<file path="src/rtl/td4_decode_sequencer.sv">
// td4_decode_sequencer
//   Fetch/decode/execute controller for the TTM4 4-bit CPU. It latches the
//   ROM word, selects the bus source, drives the immediate into the adder,
//   and issues the active-low store strobes and the PC controls for the
//   74HC161-style registers downstream. It also holds the carry flag.
//
// Ports
//   CLK       in   system clock, rising edge
//   RST       in   synchronous reset, active high
//   STEP_EN   in   advance out of FETCH (tie high to free-run)
//   ROM_DATA  in   instruction word {opcode, imm} at the current PC
//   CARRY_IN  in   adder carry-out, sampled at the end of EXEC
//   IMM       out  immediate presented to the adder
//   nA_OUT    out  bus source enable, register A (low = drive)
//   nB_OUT    out  bus source enable, register B (low = drive)
//   nIN_OUT   out  bus source enable, input port (low = drive)
//   nA_ST     out  store strobe, register A (low = load)
//   nB_ST     out  store strobe, register B (low = load)
//   nOUT_ST   out  store strobe, output port (low = load)
//   nPC_LD    out  PC parallel load from the adder result (low = load)
//   PC_INC    out  PC count enable (high = increment)
//   CFLAG     out  carry flag
//   PHASE     out  00 FETCH, 01 DECODE, 10 EXEC
module td4_decode_sequencer #(
   parameter int OPW = 4,
   parameter int IMW = 4
) (
   input  logic                 CLK,
   input  logic                 RST,
   input  logic                 STEP_EN,
   input  logic [OPW+IMW-1:0]   ROM_DATA,
   input  logic                 CARRY_IN,
   output logic [IMW-1:0]       IMM,
   output logic                 nA_OUT,
   output logic                 nB_OUT,
   output logic                 nIN_OUT,
   output logic                 nA_ST,
   output logic                 nB_ST,
   output logic                 nOUT_ST,
   output logic                 nPC_LD,
   output logic                 PC_INC,
   output logic                 CFLAG,
   output logic [1:0]           PHASE
);

   typedef enum logic [1:0] {
      PH_FETCH  = 2'b00,
      PH_DECODE = 2'b01,
      PH_EXEC   = 2'b10
   } phase_t;

   typedef enum logic [1:0] {
      SRC_NONE,
      SRC_A,
      SRC_B,
      SRC_IN
   } src_t;

   typedef enum logic [2:0] {
      DST_NONE,
      DST_A,
      DST_B,
      DST_OUT,
      DST_JMP,
      DST_JNC
   } dst_t;

   localparam logic [3:0] OP_ADD_A = 4'b0000;
   localparam logic [3:0] OP_MOV_AB = 4'b0001;
   localparam logic [3:0] OP_IN_A  = 4'b0010;
   localparam logic [3:0] OP_MOV_AI = 4'b0011;
   localparam logic [3:0] OP_MOV_BA = 4'b0100;
   localparam logic [3:0] OP_ADD_B = 4'b0101;
   localparam logic [3:0] OP_IN_B  = 4'b0110;
   localparam logic [3:0] OP_MOV_BI = 4'b0111;
   localparam logic [3:0] OP_OUT_B = 4'b1001;
   localparam logic [3:0] OP_OUT_I = 4'b1011;
   localparam logic [3:0] OP_JNC   = 4'b1110;
   localparam logic [3:0] OP_JMP   = 4'b1111;

   // Bus source for an opcode
   function automatic src_t f_src(input logic [OPW-1:0] op);
      src_t s;
      s = SRC_NONE;
      case (op)
         OP_ADD_A, OP_MOV_BA:           s = SRC_A;
         OP_MOV_AB, OP_ADD_B, OP_OUT_B: s = SRC_B;
         OP_IN_A, OP_IN_B:              s = SRC_IN;
         default:                       s = SRC_NONE;
      endcase
      return s;
   endfunction

   // Register-to-register moves and input reads pass the bus through the
   // adder unchanged, so they force the immediate to zero.
   function automatic logic f_imm_zero(input logic [OPW-1:0] op);
      logic z;
      z = 1'b0;
      case (op)
         OP_MOV_AB, OP_IN_A, OP_MOV_BA, OP_IN_B, OP_OUT_B: z = 1'b1;
         default:                                          z = 1'b0;
      endcase
      return z;
   endfunction

   // Destination / PC action for an opcode
   function automatic dst_t f_dst(input logic [OPW-1:0] op);
      dst_t d;
      d = DST_NONE;
      case (op)
         OP_ADD_A, OP_MOV_AB, OP_IN_A, OP_MOV_AI: d = DST_A;
         OP_MOV_BA, OP_ADD_B, OP_IN_B, OP_MOV_BI: d = DST_B;
         OP_OUT_B, OP_OUT_I:                      d = DST_OUT;
         OP_JMP:                                  d = DST_JMP;
         OP_JNC:                                  d = DST_JNC;
         default:                                 d = DST_NONE;
      endcase
      return d;
   endfunction

   phase_t                 r_phase;
   logic [OPW+IMW-1:0]     r_ir;
   logic                   r_cflag;
   logic [IMW-1:0]         r_imm;
   logic                   r_na_out;
   logic                   r_nb_out;
   logic                   r_nin_out;

   logic [OPW-1:0]         w_rom_op;
   logic [IMW-1:0]         w_rom_imm;
   logic [OPW-1:0]         w_ir_op;
   src_t                   w_rom_src;
   logic                   w_rom_imm_zero;
   dst_t                   w_ir_dst;
   logic                   w_ir_is_add;
   logic                   w_exec;
   logic                   w_pc_load;

   assign w_rom_op       = ROM_DATA[OPW+IMW-1:IMW];
   assign w_rom_imm      = ROM_DATA[IMW-1:0];
   assign w_ir_op        = r_ir[OPW+IMW-1:IMW];
   assign w_rom_src      = f_src(w_rom_op);
   assign w_rom_imm_zero = f_imm_zero(w_rom_op);
   assign w_ir_dst       = f_dst(w_ir_op);
   assign w_ir_is_add    = (w_ir_op == OP_ADD_A) || (w_ir_op == OP_ADD_B);

   // Bus enables and IMM are registered on the FETCH->DECODE edge straight
   // from ROM_DATA, so they are stable for the whole of DECODE and EXEC and
   // return to idle on the EXEC->FETCH edge.
   always_ff @(posedge CLK) begin
      if (RST) begin
         r_phase   <= PH_FETCH;
         r_ir      <= '0;
         r_cflag   <= 1'b0;
         r_imm     <= '0;
         r_na_out  <= 1'b1;
         r_nb_out  <= 1'b1;
         r_nin_out <= 1'b1;
      end else begin
         case (r_phase)
            PH_FETCH: begin
               if (STEP_EN) begin
                  r_ir      <= ROM_DATA;
                  r_phase   <= PH_DECODE;
                  r_imm     <= w_rom_imm_zero ? '0 : w_rom_imm;
                  r_na_out  <= (w_rom_src != SRC_A);
                  r_nb_out  <= (w_rom_src != SRC_B);
                  r_nin_out <= (w_rom_src != SRC_IN);
               end
            end
            PH_DECODE: begin
               r_phase <= PH_EXEC;
            end
            PH_EXEC: begin
               r_phase   <= PH_FETCH;
               r_cflag   <= w_ir_is_add ? CARRY_IN : 1'b0;
               r_imm     <= '0;
               r_na_out  <= 1'b1;
               r_nb_out  <= 1'b1;
               r_nin_out <= 1'b1;
            end
            default: begin
               r_phase <= PH_FETCH;
            end
         endcase
      end
   end

   // Strobes are gated by ~RST combinationally so a reset landing in EXEC
   // suppresses the write within the same cycle.
   assign w_exec    = (r_phase == PH_EXEC) && !RST;
   assign w_pc_load = w_exec &&
                      ((w_ir_dst == DST_JMP) || ((w_ir_dst == DST_JNC) && !r_cflag));

   assign nA_ST   = !(w_exec && (w_ir_dst == DST_A));
   assign nB_ST   = !(w_exec && (w_ir_dst == DST_B));
   assign nOUT_ST = !(w_exec && (w_ir_dst == DST_OUT));
   assign nPC_LD  = !w_pc_load;
   assign PC_INC  = w_exec && !w_pc_load;

   assign IMM     = r_imm;
   assign nA_OUT  = r_na_out;
   assign nB_OUT  = r_nb_out;
   assign nIN_OUT = r_nin_out;
   assign CFLAG   = r_cflag;
   assign PHASE   = r_phase;

endmodule

</file>
<file path="config.mk">
export PLATFORM = sky130hd
export DESIGN_NAME = td4_decode_sequencer
export DESIGN_NICKNAME = d
export VERILOG_FILES = /design/src/rtl/td4_decode_sequencer.sv
export SDC_FILE = /design/constraint.sdc
export NUM_CORES = 1
export LEC_CHECK = 0
export BUFFER_PORTS_ARGS = -buffer_cell sky130_fd_sc_hd__buf_4
export CAP_MARGIN = 20
export CORE_MARGIN = 5
export CORE_UTILIZATION = 48
export CTS_CLUSTER_DIAMETER = 150
export DETAILED_ROUTE_END_ITERATION = 10
export HOLD_SLACK_MARGIN = 0.03
export PLACE_DENSITY_LB_ADDON = 0.15
export REMOVE_ABC_BUFFERS = 1
export SYNTH_ARGS = -nofsm -noshare
export SYNTH_HDL_FRONTEND = slang
export SYNTH_SLANG_ARGS = --single-unit
</file>
<file path="constraint.sdc">
create_clock -name CLK -period 1.9 [get_ports CLK]
set_clock_uncertainty 0.1 [all_clocks]
set_input_delay 0.38 -clock CLK [delete_from_list [all_inputs] [get_ports CLK]]
set_output_delay 0.38 -clock CLK [all_outputs]
set_load 0.05 [all_outputs]
</file>
==> metrics.yaml, run 1 <==
wl_um: 1830
synth_largest_area_cell: "dfxtp_1"
relSlewSlack_pct: 71.0
drt_iter0_drc: 11
async_reset_ff_share_pct: 0
required_ns: 1.42
hold_class: "input pin to flop"
clk_latency_ns: 0.29
clock_path_buffers: 2
netlist_top_cells_count: "dfxtp_1, nand2_1, nand3b_1, nor2_1"
cp_max_fo: 4
nFillCells: 151
ir_drop_mv: 0.362
viasPerCell: 5.51
combinationalPowerShare_pct: 22.3
synth_top_cell_area_share_pct: 41.0
multi_input_comb_area_um2: 447
startpoint: "PHASE[0]$_SDFFE_PP0P_"
die_area_mm2: 0.00266
avgSynthCellArea_um2: 8.64
clock-root-buffer: "clkbuf_4"
clk_pin_slew_ns: 0.09
grt_first_pass_wirelength_um: 3170
max_clock_freq_mhz: 535
p_clk_share_pct: 25.0
cts_sinks: 17
finalHoldViolations: 0
tns_ns: 0
final.period_utilization_pct: 98.4
worst_ep_arrival_time_ns: 1.39
ys_seq_elements: 17
yosysMostFrequentCell: "dfxtp_1"
dpl_cell_area_mm2: 0.00105
yosys_most_used_dff: "dfxtp_1"
regArea_um2: 342
swShare_pct: 28.9
ys_warn_count: 0
cpMaxStageDelayCell: "or3b_4"
place_congestion: 0.738
power_density_mw_per_mm2: 671
r2r_start: "PHASE[1]$_SDFFE_PP0P_"
slowest_delay_ns: 0.42
cts_buffers: 3
stdcell_area_mm2: 0.00110
status: "complete, no violations"
grt-ovfl-total: 0
postLayoutCoreUtil_pct: 65.0
drive_gt1_share_pct: 33.1
insertedDiodeCount: 0
hold_depth: 3
initial_core_util_pct: 49.1
slew_viol_final: 0
crit_chain: "or3b_4 > nor2_4 > nand3b_1 > buf_6"
first_pass_iters: 4
io_buffers: 26
final-setup-viol-count: 0
synth_area_um2: 830
die_x_um: 51.6
worst_pin_slew_ns: 0.433
grt_setup_unrepaired: "yes"
synth.distinct_cells: 34
fin_crit_ns: 1.87
reg2reg_depth: 4
grt_max_degree: 22
worst_setup_path_end_kind: "output pin"
ys_seq_area_share_pct: 41.0
cp-start-kind: "flop"
syn_inst: 96
internal-power_mw: 0.524
grt.total_usage_pct: 15.7
synth_area_leaders: "dfxtp_1, nand3b_1, nand2_1, o32ai_1, a21oi_1"
htreeDepth: 1
ant_nets: 0
avgRoutedWirePerCell_um: 13.0
antenna_found_initial: 0
power.switching_mw: 0.213
power.share.sequential_pct: 52.7
p_leak_nw: 0.448
synth_edf_count: 0
ioPinCount: 27
grt_pass1_vias: 748
drc_errors: 0
area_delta_synth_final_pct: 32.4
route.vias.total: 777
maxCapViolations: 0
cts_tree: "done"
crit_type: "flop to output pin"
min_from: "ROM_DATA[3]"
nNetsFinal: 137
fp.dieH_um: 51.6
coreArea_mm2: 0.00169
dp_hpwl_um: 1370
rows: 15
[worst max-delay path, delay by kind of cell (launching register included)]
| kind | cells | cell delay (ns) |
|---|---|---|
| buf+inv | 1 | 0.16 |
| flops | 1 | 0.32 |
| simple gates | 3 | 0.63 |
[what timing repair did]
action | 4_1_cts | 5_1_grt
hold buffers | 0 | 0
resized for setup | 3 | 5
buffers inserted | 0 | 0
setup endpoints to repair | 5 | 4
[cells in the final DEF, fill, tap and decap left out, drive strengths merged, types with 3 or more instances in the layout]
cell type,count
nor2,7
dfxtp,17
nand2b,3
nand3b,7
inv,6
nand2,11
nor2b,3
a21oi,6
o32ai,4
clkbuf,4
buf,30
[logic make-up after synthesis]
kind of cell,after synthesis,synth area share (%)
and+or+nand+nor,42,30.0
AOI/OAI and AO/OA,21,17.6
xor gates and xnor gates,1,1.06
buffers and inverters,12,6.33
muxes,3,3.92
DFF,17,41.0
[registers in the layout (all words and copies together), names as in the netlist]
| register | count |
|---|---|
| IMM | 4 |
| PHASE | 2 |
| r_ir | 4 |
| w_ir_dst | 3 |
| nB_OUT | 1 |
| nIN_OUT | 1 |
| CFLAG | 1 |
| nA_OUT | 1 |
[worst paths after layout]
path	endpoint	slack, ns
max	nB_ST	0.03
min	IMM[3]$_SDFFE_PP0P_	0.27
max reg2reg	nIN_OUT$_SDFFE_PP1P_	0.31
min reg2reg	IMM[0]$_SDFFE_PP0P_	0.38
[final cells by class]
class                           count  share of cell area (%)
Tap cell                           17                    1.94
Multi-Input combinational cell     67                    40.7
Sequential cell                    17                    31.1
Timing Repair Buffer               30                    21.9
Clock buffer                        4                    2.39
Inverter                            6                    2.05
[layer usage]
metal  share of wire [%]  vias up  wire length (µm)  global-route usage (%)
li1                    -      401                 -                       -
met4                 1.3        0                23                    6.99
met1                  49      355               905                    19.6
met5                   0        -                 0                       0
met2                  45       17               824                    25.0
met3                 4.2        4                76                    4.30
[power by group through the flow]
stage / Combinational, mW / Clock (mW) / Sequential, mW
2_1_floorplan: 0.0625 / 0 / 0.427
3_3_place_gp: 0.160 / 0 / 0.395
3_5_place_dp: 0.163 / 0 / 0.396
4_1_cts: 0.164 / 0.193 / 0.388
5_1_grt: 0.178 / 0.212 / 0.392
6_report: 0.165 / 0.185 / 0.388
[per-stage QoR]
step	total power, mW	cells	setup slack [ns]	hold WS (ns)
6_report	0.738	141	0.0296	0.267
5_1_grt	0.782	141	-0.0500	0.259
4_1_cts	0.745	141	0.00538	0.260
3_5_place_dp	0.559	137	-0.0354	0.370
3_3_place_gp	0.555	137	0.0000515	0.363
2_1_floorplan	0.489	90	-0.474	0.349
Power figures use the tool's default switching activity.
==> run 2, diff against run 1 <==
--- a/config.mk
+++ b/config.mk
@@ -13,7 +13,6 @@
 export DETAILED_ROUTE_END_ITERATION = 10
 export HOLD_SLACK_MARGIN = 0.03
 export PLACE_DENSITY_LB_ADDON = 0.15
-export REMOVE_ABC_BUFFERS = 1
 export SYNTH_ARGS = -nofsm -noshare
 export SYNTH_HDL_FRONTEND = slang
 export SYNTH_SLANG_ARGS = --single-unit
==> run 2 against run 1 <==
- the flow now finishes with violations (setup timing)
- non-clock buffer count did not move
- worst hold slack worse by 0.0029 ns
- critical path depth unchanged
- first-iteration DRC count is 27% higher
- clock power grew 5%
- clock-buffer cell count shrank 1
- critical path type unchanged
- largest cell class unchanged
- largest power group unchanged
==> metrics.yaml, run 2 (synthesized netlist as in run 1, its figures left out) <==
status: "finished, violations left"  # was complete, no violations
violations: "setup timing"
coreArea_mm2: 0.00169  # unchanged
required_ns: 1.42  # about the same
slew_viol_final: 0  # unchanged
crit_chain: "or3b_4 > nor2_4 > nand3b_1 > buf_6"  # unchanged
final.period_utilization_pct: 101  # was 98.4%
wl_met3_um: 89  # was 76 µm
p_leak_nw: 0.451  # was 0.448 nW
drive_gt1_share_pct: 36.3  # was 33.1%
antenna_found_initial: 0  # unchanged
cts_sinks: 17  # unchanged
tns_ns: -0.0327  # was 0 ns
rows: 15  # unchanged
area_delta_synth_final_pct: 34.2  # was 32.4%
initial_core_util_pct: 49.1  # unchanged
wl_um: 1910  # was 1830 µm
htreeDepth: 1  # unchanged
cpMaxStageDelayCell: "or3b_4"  # unchanged
max_clock_freq_mhz: 521  # was 535 MHz
cp-start-kind: "flop"  # unchanged
grt-ovfl-total: 0  # unchanged
final_cell_mix: "buf_4, dfxtp_1, nand2_1"  # unchanged
drt_iter0_drc: 14  # was 11
maxCapViolations: 0  # unchanged
cts_tree: "done"  # unchanged
clk_pin_slew_ns: 0.10  # was 0.09 ns
grt_max_degree: 22  # unchanged
ioPinCount: 27  # unchanged
cp_max_fo: 4  # unchanged
relSlewSlack_pct: 68.3  # was 71.0%
slowest_delay_ns: 0.41  # was 0.42 ns
wl_met1_um: 806  # was 905 µm
layout_setup_ws_ns: -0.0182  # was 0.0296 ns
worst_pin_slew_ns: 0.474  # was 0.433 ns
routed-wl-met2_um: 977  # was 824 µm
ant_nets: 0  # unchanged
worst_ep_arrival_time_ns: 1.44  # was 1.39 ns
ir_drop_mv: 0.498  # was 0.362 mV
avgRoutedWirePerCell_um: 13.5  # was 13.0 µm
final-setup-viol-count: 2  # was 0
final_common_cell: "buf_4"  # unchanged
die_area_mm2: 0.00266  # unchanged
crit_type: "flop to output pin"  # unchanged
dp_hpwl_um: 1400  # was 1370 µm
io_buffers: 26  # unchanged
worst_setup_path_end_kind: "output pin"  # unchanged
viasPerCell: 5.52  # was 5.51
highest_layer: "met4"  # unchanged
grt_setup_unrepaired: "yes"  # unchanged
drc_errors: 0  # unchanged
first_pass_iters: 4  # unchanged
nFillCells: 148  # was 151
clock_path_buffers: 2  # unchanged
place_congestion: 0.778  # was 0.738
nNetsFinal: 137  # unchanged
postLayoutCoreUtil_pct: 65.9  # was 65.0%
power_density_mw_per_mm2: 670  # was 671 mW/mm²
die_x_um: 51.6  # unchanged
cts_buffers: 3  # unchanged
route.vias.total: 778  # was 777
clk_latency_ns: 0.29  # about the same
grt.total_usage_pct: 16.1  # was 15.7%
fp.dieH_um: 51.6  # unchanged
grt_pass1_vias: 738  # was 748
clock-root-buffer: "clkbuf_4"  # unchanged
finalHoldViolations: 0  # unchanged
insertedDiodeCount: 0  # unchanged
grt_first_pass_wirelength_um: 3260  # was 3170 µm
worst_hold_slack_ns: 0.264  # was 0.267 ns
fin_crit_ns: 1.92  # was 1.87 ns
synthesis.nets: 108
hold_class: "input pin to flop"  # unchanged
-- run 2: changes by cell type in the layout (fill, tap and decap cells not counted), sizes merged --
cell / before / now
clkbuf: 4 / 3
clkinv: 0 / 1
-- run 2: metrics by stage --
stage	cell area (µm²)	power (mW)	std cells	worst slack (ns)
after global placement	1050	0.553	135	0.120
after CTS	1110	0.750	141	-0.0413
after floorplan	847	0.504	96	0.00690
final	1110	0.746	141	-0.0182
after detailed placement	1050	0.557	135	0.0927
after global routing	1110	0.788	141	-0.0923
-- run 2: worst paths after layout --
check,cells past startpoint,from,slack [ns],end
worst max-delay path,4,PHASE[1]$_SDFFE_PP0P_,-0.02,nB_ST
worst min-delay path,3,ROM_DATA[3],0.26,IMM[3]$_SDFFE_PP0P_
worst max register to register,4,PHASE[1]$_SDFFE_PP0P_,0.30,nIN_OUT$_SDFFE_PP1P_
worst min register to register,2,IMM[3]$_SDFFE_PP0P_,0.38,IMM[3]$_SDFFE_PP0P_
-- run 2: layout make-up --
cell class | count | area, µm² | share of cell area (%)
Tap cell | 17 | 21.3 | 1.91
Multi-Input combinational cell | 67 | 454 | 40.8
Clock buffer | 3 | 22.5 | 2.02
Inverter | 6 | 22.5 | 2.02
Sequential cell | 17 | 348 | 31.2
Timing Repair Buffer | 30 | 240 | 21.6
Clock inverter | 1 | 5.00 | 0.449
-- run 2: worst max-delay path: cells and delay by family, from the launching register on --
kind / cells / cell delay (ns)
flops: 1 / 0.35
simple gates: 3 / 0.63
buf+inv: 1 / 0.16
-- run 2: what timing repair did --
item / CTS / global route
hold buffers: 0 / 0
endpoints found under the hold margin: 0 / 0
buffers inserted: 2 / 0
setup endpoints to repair: 4 / 5
resized for setup: 6 / 0
pin swaps: 3 / 1
-- run 2: power breakdown --
group / internal [mW] / switching (mW) / leakage, nW
clock network: 0.0783 / 0.116 / 0.0177
logic: 0.0689 / 0.0952 / 0.293
registers: 0.373 / 0.0147 / 0.140
-- run 2: metal layers --
metal  vias up  GRT usage, %
met3         4          2.87
met2        15          28.6
li1        402             -
met5         -             0
met4         0          6.55
met1       357          18.9
==> run 3, diff against run 2 <==
==> constraint.sdc (replaced) <==
create_clock -name CLK -period 2.1 [get_ports CLK]
set_clock_uncertainty 0.1 [all_clocks]
set_input_delay 0.42 -clock CLK [delete_from_list [all_inputs] [get_ports CLK]]
set_output_delay 0.42 -clock CLK [all_outputs]
set_load 0.05 [all_outputs]
==> run 3 against run 2 <==
- via count decreased by 3.7%
- the run now ends clean
- critical path type unchanged
- worst hold slack improved by 0.032 ns
- setup slack improved by 0.12 ns
- highest routed layer unchanged
- critical path depth did not move
- first-iteration DRC count unchanged
- clock-buffer cell count grew 1
- routed wire length fell by 7.8%
- sequential power shrank 8.8%
- die area did not move
- flip-flop and latch count unchanged
- largest power group unchanged
- combinational power fell by 14%
- sequential share of layout area up 0.89 points
==> metrics.yaml, run 3 (synthesized netlist as in run 1, its figures left out) <==
maxCapViolations: 0  # unchanged
worst_ep_arrival_time_ns: 1.48  # was 1.44 ns
viasPerCell: 5.39  # was 5.52
slew_viol_final: 0  # unchanged
coreArea_mm2: 0.00169  # unchanged
clk_pin_slew_ns: 0.09  # was 0.10 ns
postLayoutCoreUtil_pct: 63.6  # was 65.9%
die_x_um: 51.6  # unchanged
swShare_pct: 29.2  # was 30.3%
rows: 15  # unchanged
synthesis.nets: 108  # unchanged
initial_core_util_pct: 49.1  # unchanged
cp-start-kind: "flop"  # unchanged
grt_pass1_vias: 701  # was 738
post_cts_buffers: 0  # was 2
required_ns: 1.58  # was 1.42 ns
gr-max-usage-layer: "met2"  # unchanged
power.share.sequential_pct: 53.0  # was 51.9%
power.switching_mw: 0.195  # was 0.226 mW
cts_tree: "done"  # unchanged
route.vias.total: 749  # was 778
grt.total_usage_pct: 15.0  # was 16.1%
grt-ovfl-total: 0  # unchanged
cts_sinks: 17  # unchanged
first_pass_iters: 4  # unchanged
grt_util_met2_pct: 24.6  # was 28.6%
cts_resized: 3  # was 6
antenna_found_initial: 0  # unchanged
final-setup-viol-count: 0  # was 2
final.period_utilization_pct: 95.3
max_clock_freq_mhz: 500
internal-power_mw: 0.471  # was 0.520 mW
p_leak_nw: 0.430  # was 0.451 nW
final_cell_mix: "buf_4, dfxtp_1, nand2_1"  # unchanged
fin_crit_ns: 2.00
finalHoldViolations: 0  # unchanged
grt_first_pass_wirelength_um: 3020  # was 3260 µm
p_clk_share_pct: 25.8  # was 26.1%
ioPinCount: 27  # unchanged
worst_setup_path_end_kind: "output pin"  # unchanged
clock_path_buffers: 2  # unchanged
dp_hpwl_um: 1280  # was 1400 µm
worst_hold_slack_ns: 0.296  # was 0.264 ns
dpl.cell_count: 135  # unchanged
cts_buffers: 3  # unchanged
relSlewSlack_pct: 72.1  # was 68.3%
drt_iter0_drc: 14  # unchanged
ant_nets: 0  # unchanged
drive_gt1_share_pct: 33.6  # was 36.3%
power_density_mw_per_mm2: 620  # was 670 mW/mm²
grt_setup_unrepaired: "no"  # was yes
ir_drop_mv: 0.404  # was 0.498 mV
clock-root-buffer: "clkbuf_4"  # unchanged
tns_ns: 0  # was -0.0327 ns
io_buffers: 26  # unchanged
nNetsFinal: 135  # was 137
clk_latency_ns: 0.29  # about the same
fin_cells: 139  # was 141
insertedDiodeCount: 0  # unchanged
status: "complete, no violations"  # was finished, violations left
worst_pin_slew_ns: 0.416  # was 0.474 ns
grt_max_degree: 22  # unchanged
use_met1_pct: 18.9  # about the same
final_common_cell: "buf_4"  # unchanged
met3_usage_pct: 4.01  # was 2.87%
startpoint: "PHASE[1]$_SDFFE_PP0P_"  # unchanged
area_delta_synth_final_pct: 29.6  # was 34.2%
htreeDepth: 1  # unchanged
avgRoutedWirePerCell_um: 12.6  # was 13.5 µm
cp_max_fo: 7  # was 4
r2r_start: "PHASE[1]$_SDFFE_PP0P_"  # unchanged
place_congestion: 0.747  # was 0.778
crit_type: "flop to output pin"  # unchanged
drc_errors: 0  # unchanged
fp.dieH_um: 51.6  # unchanged
p_total_mw: 0.666  # was 0.746 mW
wl_um: 1760  # was 1910 µm
die_area_mm2: 0.00266  # unchanged
hold_class: "input pin to flop"  # unchanged
combinationalPowerShare_pct: 21.2  # was 22.0%
ctsHoldBuffers: 0  # unchanged
min_from: "ROM_DATA[0]"  # was ROM_DATA[3]
[run 3: final timing paths]
path / to / slack (ns) / cells after the start
max reg2reg: nIN_OUT$_SDFFE_PP1P_ / 0.61 / 3
max: nA_ST / 0.1 / 4
min: IMM[0]$_SDFFE_PP0P_ / 0.30 / 3
min reg2reg: PHASE[1]$_SDFFE_PP0P_ / 0.37 / 1
[run 3: power groups by stage]
stage               clock network, mW  logic [mW]  registers [mW]
floorplan                           0      0.0690           0.386
global placement                    0       0.139           0.359
detailed placement                  0       0.141           0.361
CTS                             0.177       0.142           0.353
global route                    0.199       0.154           0.357
finish                          0.172       0.141           0.353
[run 3: critical path: stages, from the launching register on]
cell and delay, ns:
dfxtp_4 0.39, or3b_4 0.42, nor2_4 0.11, nand3b_1 0.08, buf_4 0.19
[run 3: layer usage]
metal	part of all wire (%)	vias to the layer above	wire length [µm]
met4	1.5	0	27
met1	46	334	814
li1	-	395	-
met3	6.7	2	118
met5	0	-	0
met2	45	18	796
[run 3: area by class of cell]
type                    count  area, µm²
fillers                   164        614
multi-input cells          67        449
flip-flops and latches     17        345
repair buffers             28        210
clock buffers               4       26.3
inverters                   6       22.5
well taps                  17       21.3
[run 3: metrics by stage]
stage	worst slack, ns	area (µm²)
after detailed placement	0.0882	1040
after global routing	0.00267	1070
after CTS	0.0964	1070
final	0.0996	1070
after global placement	0.116	1040
after floorplan	0.0548	837
